[config.mk]
export PLATFORM = sky130hd
export DESIGN_NAME = traffic_phase_sequencer
export DESIGN_NICKNAME = d
export VERILOG_FILES = /design/src/rtl/traffic_phase_sequencer.sv
export SDC_FILE = /design/constraint.sdc
export NUM_CORES = 1
export LEC_CHECK = 0
export ABC_AREA = 1
export CAP_MARGIN = 0
export CORE_MARGIN = 3
export CORE_UTILIZATION = 46
export DETAILED_ROUTE_END_ITERATION = 8
export PLACE_DENSITY = 0.74
export REMOVE_ABC_BUFFERS = 1
export SLEW_MARGIN = 20
export SYNTH_ARGS = -nofsm -noshare
export SYNTH_HDL_FRONTEND = slang
export SYNTH_SLANG_ARGS = --single-unit
[constraint.sdc]
create_clock -name CLOCK_50 -period 1.39 [get_ports CLOCK_50]
set_input_delay 0.278 -clock CLOCK_50 [delete_from_list [all_inputs] [get_ports CLOCK_50]]
set_output_delay 0.278 -clock CLOCK_50 [all_outputs]
set_load 0.03 [all_outputs]
[src/rtl/traffic_phase_sequencer.sv]
// -----------------------------------------------------------------------------
// traffic_phase_sequencer
//
// Steps the north-south / east-west signal heads through a fixed phase cycle.
// The cycle includes an optional pedestrian walk phase and a night flash mode.
// Each phase is timed by a two-digit BCD down-counter. The counter advances
// on the 1 Hz tick enable. Its digits go straight to the seven-segment
// decoders.
//
// Ports
//   CLOCK_50    in   1  system clock (only clock)
//   reset       in   1  asynchronous active-high reset
//   tick        in   1  1 Hz single-cycle enable, synchronous to CLOCK_50
//   ped_req     in   1  pedestrian request level, sampled every cycle
//   night       in   1  night flash mode select
//   light_ns    out  3  {red, yellow, green} north-south
//   light_ew    out  3  {red, yellow, green} east-west
//   walk        out  1  walk lamp
//   digit_tens  out  4  remaining seconds, BCD tens
//   digit_ones  out  4  remaining seconds, BCD ones
//   phase       out  3  current state code
// -----------------------------------------------------------------------------
module traffic_phase_sequencer #(
  parameter int GREEN_NS_S = 20,
  parameter int GREEN_EW_S = 15,
  parameter int YELLOW_S   = 3,
  parameter int ALLRED_S   = 2,
  parameter int WALK_S     = 10
) (
  input  logic       CLOCK_50,
  input  logic       reset,
  input  logic       tick,
  input  logic       ped_req,
  input  logic       night,
  output logic [2:0] light_ns,
  output logic [2:0] light_ew,
  output logic       walk,
  output logic [3:0] digit_tens,
  output logic [3:0] digit_ones,
  output logic [2:0] phase
);

  typedef enum logic [2:0] {
    NS_GREEN  = 3'd0,
    NS_YELLOW = 3'd1,
    ALL_RED1  = 3'd2,
    EW_GREEN  = 3'd3,
    EW_YELLOW = 3'd4,
    ALL_RED2  = 3'd5,
    PED_WALK  = 3'd6,
    FLASH     = 3'd7
  } state_t;

  localparam logic [2:0] LAMP_RED = 3'b100;
  localparam logic [2:0] LAMP_YEL = 3'b010;
  localparam logic [2:0] LAMP_GRN = 3'b001;

  function automatic logic [7:0] to_bcd(input int d);
    logic [3:0] t;
    logic [3:0] o;
    t = 4'((d / 10) % 10);
    o = 4'(d % 10);
    return {t, o};
  endfunction

  localparam logic [7:0] BCD_GREEN_NS = to_bcd(GREEN_NS_S);
  localparam logic [7:0] BCD_GREEN_EW = to_bcd(GREEN_EW_S);
  localparam logic [7:0] BCD_YELLOW   = to_bcd(YELLOW_S);
  localparam logic [7:0] BCD_ALLRED   = to_bcd(ALLRED_S);
  localparam logic [7:0] BCD_WALK     = to_bcd(WALK_S);

  function automatic logic [7:0] duration_of(input state_t s);
    case (s)
      NS_GREEN:             return BCD_GREEN_NS;
      EW_GREEN:             return BCD_GREEN_EW;
      NS_YELLOW, EW_YELLOW: return BCD_YELLOW;
      ALL_RED1, ALL_RED2:   return BCD_ALLRED;
      PED_WALK:             return BCD_WALK;
      default:              return 8'h00;   // FLASH shows 00
    endcase
  endfunction

  state_t     state_reg, state_next;
  logic [3:0] tens_reg, tens_next;
  logic [3:0] ones_reg, ones_next;
  logic       ped_pending_reg, ped_pending_next;
  logic       flash_reg, flash_next;
  logic [2:0] light_ns_next, light_ew_next;
  logic       walk_next;

  logic       ped_eff;
  logic       last_second;

  always_comb begin
    state_next  = state_reg;
    tens_next   = tens_reg;
    ones_next   = ones_reg;
    flash_next  = flash_reg;

    // A request in the same cycle as the ALL_RED2 boundary must still be
    // honoured, so the live request is merged in here. Requests are not
    // only latched for later.
    ped_eff     = ped_pending_reg |
                  (ped_req & (state_reg != PED_WALK) & (state_reg != FLASH));
    last_second = (tens_reg == 4'd0) && (ones_reg == 4'd1);

    if (tick) begin
      if (state_reg == FLASH) begin
        flash_next = ~flash_reg;
        if (!night) begin
          state_next             = ALL_RED2;
          {tens_next, ones_next} = BCD_ALLRED;
          flash_next             = 1'b0;
        end
      end else if (last_second) begin
        case (state_reg)
          NS_GREEN:  state_next = NS_YELLOW;
          NS_YELLOW: state_next = ALL_RED1;
          ALL_RED1:  state_next = EW_GREEN;
          EW_GREEN:  state_next = EW_YELLOW;
          EW_YELLOW: state_next = ALL_RED2;
          ALL_RED2: begin
            if (night)        state_next = FLASH;
            else if (ped_eff) state_next = PED_WALK;
            else              state_next = NS_GREEN;
          end
          PED_WALK:  state_next = night ? FLASH : NS_GREEN;
          default:   state_next = NS_GREEN;
        endcase
        {tens_next, ones_next} = duration_of(state_next);
        if (state_next == FLASH) flash_next = 1'b1;
      end else if (ones_reg == 4'd0) begin
        ones_next = 4'd9;
        tens_next = tens_reg - 4'd1;
      end else begin
        ones_next = ones_reg - 4'd1;
      end
    end

    // Entering walk or flash consumes any pending request. While in those
    // states ped_eff ignores the button, so the flag stays clear.
    ped_pending_next = ped_eff;
    if (state_next == PED_WALK || state_next == FLASH) ped_pending_next = 1'b0;

    // Lamp decode is computed from next state so the lamps register together
    // with the state and stay in step with it.
    light_ns_next = LAMP_RED;
    light_ew_next = LAMP_RED;
    case (state_next)
      NS_GREEN:  light_ns_next = LAMP_GRN;
      NS_YELLOW: light_ns_next = LAMP_YEL;
      EW_GREEN:  light_ew_next = LAMP_GRN;
      EW_YELLOW: light_ew_next = LAMP_YEL;
      FLASH: begin
        light_ns_next = {1'b0, flash_next, 1'b0};
        light_ew_next = {flash_next, 2'b00};
      end
      default: ;
    endcase
    walk_next = (state_next == PED_WALK);
  end

  always_ff @(posedge CLOCK_50 or posedge reset) begin
    if (reset) begin
      state_reg       <= ALL_RED2;
      tens_reg        <= BCD_ALLRED[7:4];
      ones_reg        <= BCD_ALLRED[3:0];
      ped_pending_reg <= 1'b0;
      flash_reg       <= 1'b0;
      light_ns        <= LAMP_RED;
      light_ew        <= LAMP_RED;
      walk            <= 1'b0;
    end else begin
      state_reg       <= state_next;
      tens_reg        <= tens_next;
      ones_reg        <= ones_next;
      ped_pending_reg <= ped_pending_next;
      flash_reg       <= flash_next;
      light_ns        <= light_ns_next;
      light_ew        <= light_ew_next;
      walk            <= walk_next;
    end
  end

  assign phase      = state_reg;
  assign digit_tens = tens_reg;
  assign digit_ones = ones_reg;

endmodule

==> After elaboration in Yosys (flattened, before gate mapping) <==
Cells that the tools add are included.
{ "op_classes": {"mux": 28, "shifts": 0, "bitwise": 4, "div": 0, "multipliers": 0, "n_addsub": 2, "n_eq_ne": 23, "reduce_logical": 12, "order_cmp": 0} }
{ "op_table": {"columns": ["op", "n"], "rows": [
  ["3-bit == test (second input constant)", 11],
  ["4-bit 2-to-1 mux", 8],
  ["3-bit 2-to-1 mux", 10],
  ["6-bit case mux with 5 select lines", 1],
  ["3-bit case mux with 7 select lines", 1],
  ["3-bit case mux with 3 select lines", 2],
  ["3-bit by 2-bit == test with 1-bit output (second input constant)", 5],
  ["3-bit by 1-bit == test with 1-bit output (second input constant)", 3],
  ["3-bit zero test", 3],
  ["4-bit zero test", 2],
  ["4-bit by 1-bit subtractor with 4-bit output (second input constant)", 2],
  ["1-bit 2-to-1 mux", 6],
  ["3-bit != test (second input constant)", 2],
  ["4-bit by 1-bit == test with 1-bit output (second input constant)", 1],
  ["2-bit OR reduction", 2],
  ["3-bit AND reduction", 1],
  ["3-bit nonzero test", 1],
  ["1-bit bitwise AND", 2],
  ["2-bit != test (second input constant)", 1],
  ["2-bit AND reduction", 1],
  ["1-bit logical AND", 1],
  ["1-bit logical OR", 1],
  ["1-bit NOT", 1],
  ["1-bit OR", 1]
]} }
{ "word_totals": {"regBits": 20, "romBits": 0, "latchBits": 0, "inputBits": 5, "output_inout_bits": 18, "wordCells": 77, "mem_bits_rw": 0, "memories": 0} }

==> Depth between registers and ports, before layout <==
Gate-level depths: netlist of the first run.
{ "depth": {"depth_word": 16, "mapped_depth": 14, "depth_no_buf": 14} }

==> Least setup slack after synthesis of the first run <==
Ideal clock, no wire load.
{ "synth_timing": {"path_type": "register to register", "start": "reg tens_reg[0], in the netlist digit_tens[0]", "end": "reg light_ns[1]", "arrival_ps": 1619, "setup_ps": 119, "setup_slack_ps": -348, "n_path_buf": 0, "path_stages_with_launch": 13, "path_cell_list": "dfrtp_1 inv_1 ha_1 nand2_1 nor2_1 nand2_1 inv_2 nand3_1 nand2_1 nand2_1 inv_2 nand3_1 nand2_1"} }
{ "synth_between": {"elab_chain_cells": 7} }
{ "synth_rtl": {"columns": ["element", "line", "rtl"], "rows": [
  ["start, declared", "84", "logic [3:0] tens_reg, tens_next;"],
  ["start signal, assigned", "166", "tens_reg <= BCD_ALLRED[7:4];"],
  ["start signal, assigned", "175", "tens_reg <= tens_next;"],
  ["4-bit zero test *", "105", "last_second = (tens_reg == 4'd0) && (ones_reg == 4'd1);"],
  ["1-bit logical AND *", "105", null],
  ["3-bit 2-to-1 mux *", "115", "end else if (last_second) begin"],
  ["3-bit 2-to-1 mux *", "108", "if (state_reg == FLASH) begin"],
  ["3-bit 2-to-1 mux *", "107", "if (tick) begin"],
  ["via state_next[2]", "83", "state_t state_reg, state_next;"],
  ["3-bit == test, or another cell as far along", "149", "case (state_next)"],
  ["3-bit case mux with 3 select lines *", "149", null],
  ["via light_ns_next[1]", "88", "logic [2:0] light_ns_next, light_ew_next;"],
  ["end signal, assigned", "179", "light_ns <= light_ns_next;"],
  ["end, declared", "35", "output logic [2:0] light_ns,"]
]} }
Mark *: on every way through the listed nets, which the timed path passes. The rest lies on a longest branch.
A chain may end at the register's enable or synchronous reset.

==> Final worst setup path of the first run <==
{ "layout_timing": {"start": "reg state_reg[0], in the netlist phase[0]", "end": "reg light_ew[2]"} }
{ "layout_between": {"elab_chain_cells": 16} }
{ "layout_rtl": {"columns": ["element", "line", "rtl"], "rows": [
  ["start, declared", "83", null],
  ["start signal, assigned", "174", "state_reg <= state_next;"],
  ["3-bit != test", "104", "(ped_req & (state_reg != PED_WALK) & (state_reg != FLASH));"],
  ["1-bit bitwise AND (2 in series)", "104", null],
  ["1-bit OR", "103", "ped_eff = ped_pending_reg |"],
  ["3-bit 2-to-1 mux", "124", "else if (ped_eff) state_next = PED_WALK;"],
  ["3-bit 2-to-1 mux", "123", "if (night) state_next = FLASH;"],
  ["3-bit case mux with 7 select lines", "116", "case (state_reg)"],
  ["3-bit 2-to-1 mux", "115", null],
  ["3-bit 2-to-1 mux", "108", null],
  ["3-bit 2-to-1 mux", "107", null],
  ["3-bit == test", "131", "if (state_next == FLASH) flash_next = 1'b1;"],
  ["1-bit 2-to-1 mux", "131", null],
  ["1-bit 2-to-1 mux", "115", null],
  ["1-bit 2-to-1 mux", "108", null],
  ["1-bit 2-to-1 mux", "107", null],
  ["3-bit case mux with 3 select lines *", "149", null],
  ["via light_ew_next[2]", "88", null],
  ["end signal, assigned", "180", "light_ew <= light_ew_next;"],
  ["end, declared", "36", "output logic [2:0] light_ew,"]
]} }
Mark *: on every way through the listed nets, which the timed path passes. The rest lies on a longest branch. The select of a mux whose other input is x is not followed.

==> out/metrics.yaml, run 1 <==
cts_root_buffer: "clkbuf_4"
dpl_cell_area_um2: 1690
area_delta_synth_final_pct: 71.4
hold_viol_final: 0
regToRegStartpoint: "phase[0]"
fin_skew_ps: 1.68
tightest_slew_ps: 311
p_total_uw: 4840
cts_tree: "built"
fin_nets: 237
power_leakage_uw: 0.00108
vias: 1402
vdd_drop_max_mv: 1.96
synthMuxAreaShare_pct: 0.807
drtAntennaViolNets: 0
overflow: 0
maxCapViolations: 0
cp_data_required_time_ps: 1640
die_w_um: 57.9
slowest_delay_ps: 630
period_share_pct: 131
min_path_type: "input pin to asynchronous set/reset pin"
worst_setup_path_start_kind: "register"
syn_area_um2: 1240
grt_util_all_layers_pct: 19.5
crit_family: "flip-flops"
ctsHoldBuffers: 0
synth_top_cell_area_share_pct: 30.3
synth_cell_type_count: 29
synth_area_leaders: "dfrtp_1, dfstp_2, nand2_1"
finalInstanceArea_um2: 2130
netlist_instances: 164
cts-htree-levels: 1
rsz0062_at_grt: "yes"
synth_top_family_by_area: "simple AND/OR/NAND/NOR gates"
ys_warn_count: 0
drt_iter0_drc: 39
dieArea_um2: 3350
hpwl_mm: 2.27
synthArstFlopShare_pct: 100
finalWorstSetupSlack_ps: -436
gp_congestion: 0.832
cts.sinks: 20
syn_area_per_cell_um2: 7.56
crit_buf_inv: 2
grtUsageMet3_pct: 3.12
r2r_cells: 8
top_level_ports: 23
seq_area_um2: 508
status: "complete, but fails checks"
fp.dieH_um: 57.9
max_freq_mhz: 548
drive_gt1_share_pct: 59.4
portBuffers: 22
via_per_inst: 5.41
grt_pass1_wl_mm: 5.13
synth.most_common_cell: "nand2_1"
synthFlopType: "dfrtp_1"
cts_buffer_depth: 2
synth_compound_area_share_pct: 12.6
synth_top_cells_by_count: "nand2_1, nor2_1, inv_1, dfrtp_1, nand3_1"
critPathKind: "register to register"
clkLatencyLatePin_ps: 310
synth_top_cell_by_area: "dfrtp_1"
failed_checks: "negative setup slack"
grtUsageMet1_pct: 22.0
clk_pin_slew_ps: 110
synth_enable_flop_cells: 0
r2r_slack_ps: -440
whs_ps: 321
critPathCaptureType: "register"
cpMaxStageDelayCell: "dfstp_2"
period_minus_slack_ps: 1830
setup.worst_path.start: "phase[0]"
yosys.area_share.simple_pct: 34.6
multi_input_area_um2: 892
diodes: 0
reg2reg_to: "light_ew[2]"
initial_core_util_pct: 49.2
finalMaxSlewViolations: 0
arrival_ps: 2080
row_count: 18
synth_xor_area_share_pct: 0
routedWlPerCell_um: 16.6
gr-max-usage-layer: "met2"
use_met2_pct: 36.6
firstDrtPassIters: 4
grt_max_degree: 21
synth_adder_area_share_pct: 2.02
cp_max_fo: 6
grt_pass1_vias: 1239
antenna_found_initial: 0
finalSetupViolations: 22
coreArea_um2: 2520
synth-seq-cells: 20
fin_tns_setup_ps: -5630
yosysSeqAreaShare_pct: 40.9
p_per_area_nw_per_um2: 2270
routed_wl_mm: 4.29
numCtsBuffers: 3
nFillCells: 124
slew_headroom_pct: 79.4
drc: 0
crit_chain: "buf_4, inv_1, a22oi_2, nand3_2, nand2_4, nand3_4, o21ai_2, nand2_1"
==> cell families after synthesis <==
family	Yosys count
flip-flops	20
buffers and inverters	29
AO/OA/AOI/OAI	24
AND/OR/NAND/NOR	88
adder cells (fa/ha/maj)	2
multiplexers	1
==> report_power, final <==
part	switching, uW	internal [uW]
clock network	188	160
registers	163	824
logic	2050	1450
==> worst max path at each step <==
| stage | end | slack [ps] | cells after the start |
|---|---|---|---|
| after CTS | light_ns[2] | -230 | 11 |
| after floorplan | light_ns[1] | -350 | 12 |
| after detailed placement | light_ew[2] | -370 | 10 |
| after global routing | light_ew[2] | -470 | 8 |
| after global placement | light_ew[2] | -300 | 10 |
| final | light_ew[2] | -440 | 8 |
==> layout make-up <==
cell class                 instances  area share (%)
tap                               30            1.77
sequential                        20            23.9
clock buffer                       4            1.71
timing repair buffer              62            24.8
inverter                          28            5.89
multi-input combinational        115            42.0
==> placed cells by master, fill, tap and decap left out, drive strengths merged <==
master,instances
a21boi,2
a21oi,6
a22oi,2
buf,50
clkbuf,5
clkdlybuf4s50,4
clkinv,1
dfrtp,15
dfstp,5
dlygate4sd2,7
ha,2
inv,27
mux2i,1
nand2,46
nand3,15
nor2,24
nor3,1
nor3b,2
o21ai,12
o22ai,2
==> metrics by stage <==
stage	setup WS (ps)	utilization, %	instances
6_report	-436	84.3	259
3_3_place_gp	-304	66.9	244
4_1_cts	-228	70.8	250
5_1_grt	-471	84.3	259
2_1_floorplan	-348	-	163
3_5_place_dp	-368	66.9	244
==> per-layer routing <==
metal,routed length (um),vias to the layer above
li1,-,651
met1,1670,688
met2,2290,43
met3,168,20
met4,172,0
met5,0,-
==> worst register-to-register path, delay by kind of cell, from the launching register on <==
kind	cells	cell delay, ps
AOI/OAI and AO/OA	2	430
buffers and inverters	2	200
and+or+nand+nor	4	510
DFF	1	630
==> repair_timing <==
action / 4_1_cts / 5_1_grt
resized for setup: 31 / 81
endpoints found under the setup margin: 31 / 26
pin swaps: 2 / 26
buffers inserted: 2 / 10
gates cloned: 0 / 0
No activity file was read; power rests on OpenSTA's default activity.
==> run 2, diff against run 1 <==
- HOLD_SLACK_MARGIN: unset -> 0.05
- SETUP_SLACK_MARGIN: unset -> 0.1
==> run 2 against run 1 <==
Effect of this change: the flow still finishes with violations (negative setup slack); worst setup slack gained 110 ps; clock skew up 9.0 ps; clock power up 2%; maximum frequency grew 6.3%; count of clock-buffer cells in the layout unchanged; first-iteration DRC count grew 28%; global-route usage rose by 1.2 points; combinational power is 1% lower.
==> out/metrics.yaml, run 2 (synthesized netlist as in run 1, its figures left out) <==
drc: 0
slew_headroom_pct: 81.3
grt_pass1_wl_mm: 5.43
drtAntennaViolNets: 0
grt_util_all_layers_pct: 20.7
via_per_inst: 5.36
period_share_pct: 124
critPathKind: "register to register"
firstDrtPassIters: 4
overflow: 0
setup.worst_path.start: "phase[0]"
cts_tree: "built"
mostFrequentLayoutCell: "buf_4"
min_path_type: "input pin to asynchronous set/reset pin"
dieArea_um2: 3350
finalWorstSetupSlack_ps: -327
hpwl_mm: 2.27
period_minus_slack_ps: 1720
worst_setup_path_start_kind: "register"
die_w_um: 57.9
whs_ps: 268
maxCapViolations: 0
ctsHoldBuffers: 0
clk_pin_slew_ps: 120
p_per_area_nw_per_um2: 2260
fp.dieH_um: 57.9
routed_wl_mm: 4.12
fin_tns_setup_ps: -4620
cts-htree-levels: 1
fin_nets: 242
tightest_slew_ps: 281
cts_buffer_depth: 2
fin_skew_ps: 10.7
cp_data_required_time_ps: 1630
cts.sinks: 20
vdd_drop_max_mv: 1.86
cts_root_buffer: "clkbuf_4"
cp_max_fo: 6
finalSetupViolations: 22
rsz0062_at_grt: "yes"
regToRegStartpoint: "phase[0]"
arrival_ps: 1960
initial_core_util_pct: 49.2
vias: 1415
antenna_found_initial: 0
portBuffers: 22
final_cell_mix: "buf_4, nand2_1, buf_6, nor2_1, nand2_2"
clkLatencyLatePin_ps: 320
status: "complete, but fails checks"
area_delta_synth_final_pct: 71.8
diodes: 0
drt_iter0_drc: 50
hold_viol_final: 0
row_count: 18
max_freq_mhz: 582
routedWlPerCell_um: 15.6
failed_checks: "negative setup slack"
coreArea_um2: 2520
power_leakage_uw: 0.00106
finalMaxSlewViolations: 0
grt_pass1_vias: 1290
grt_max_degree: 21
gp_congestion: 0.832
numCtsBuffers: 3
drive_gt1_share_pct: 61.5
critPathCaptureType: "register"
top_level_ports: 23
[run 2: changes by cell type in the layout (fill, tap and decap cells not counted), sizes merged]
| cell | delta |
|---|---|
| buf | +8 |
| clkdlybuf4s15 | +4 |
| clkinv | +2 |
| dlygate4sd2 | -7 |
| inv | -2 |
[run 2: metal layers]
metal	wire length, um	up-vias	global-route usage, %
li1	-	664	-
met1	1570	690	22.5
met2	2280	48	40.8
met3	142	13	2.90
met4	131	0	5.96
met5	0	-	0
[run 2: critical path, stage by stage, from the launching register on]
cell and delay (ps):
dfstp_2 650, nor2_2 90, clkinv_2 100, nand3_1 110, nand3_4 130, nand2_4 80, nor2_1 170, nand2_1 80
o21ai_1 80, nand2_1 70, o21ai_1 90
[run 2: report_power, final]
group / internal [uW] / total, uW / switching [uW]
clock: 160 / 355 / 194
sequential: 825 / 994 / 169
combinational: 1500 / 3460 / 1950
[run 2: path summary, 6_finish.rpt]
check / depth (start not counted) / to / slack, ps
min in group CLOCK_50: 3 / digit_ones[1] / 620
max in group asynchronous: 3 / phase[2] / 840
min reg2reg: 3 / digit_ones[1] / 620
max: 10 / digit_tens[0] / -330
max reg2reg: 10 / digit_tens[0] / -330
min: 3 / walk / 270
[run 2: metrics by stage]
stage | setup WS (ps) | utilization (%) | area [um2] | power, uW | instances
floorplan | -348 | - | 1230 | 2490 | 163
global placement | -304 | 66.9 | 1690 | 3360 | 244
detailed placement | -368 | 66.9 | 1690 | 3420 | 244
CTS | -241 | 75.4 | 1900 | 4080 | 253
global route | -397 | 84.5 | 2130 | 5090 | 264
finish | -327 | 84.5 | 2130 | 4810 | 264
[run 2: final cells by class]
class / count / area [um2]
Multi-Input combinational cell: 115 / 825
Timing Repair Buffer: 67 / 597
Sequential cell: 20 / 508
Fill cell: 129 / 392
Inverter: 28 / 128
Tap cell: 30 / 37.5
Clock buffer: 4 / 36.3
[run 2: what timing repair did]
action                     CTS  global route
setup endpoints to repair   34            34
pin swaps                   14             9
buffers inserted             5            12
gates resized for setup     68            59
hold endpoints to repair     0             0
==> run 3, diff against run 2 <==
- SLEW_MARGIN: 20 -> 0
==> results of run 3 <==
Same layout as run 2: the final DEF is identical, and so are final timing and power.
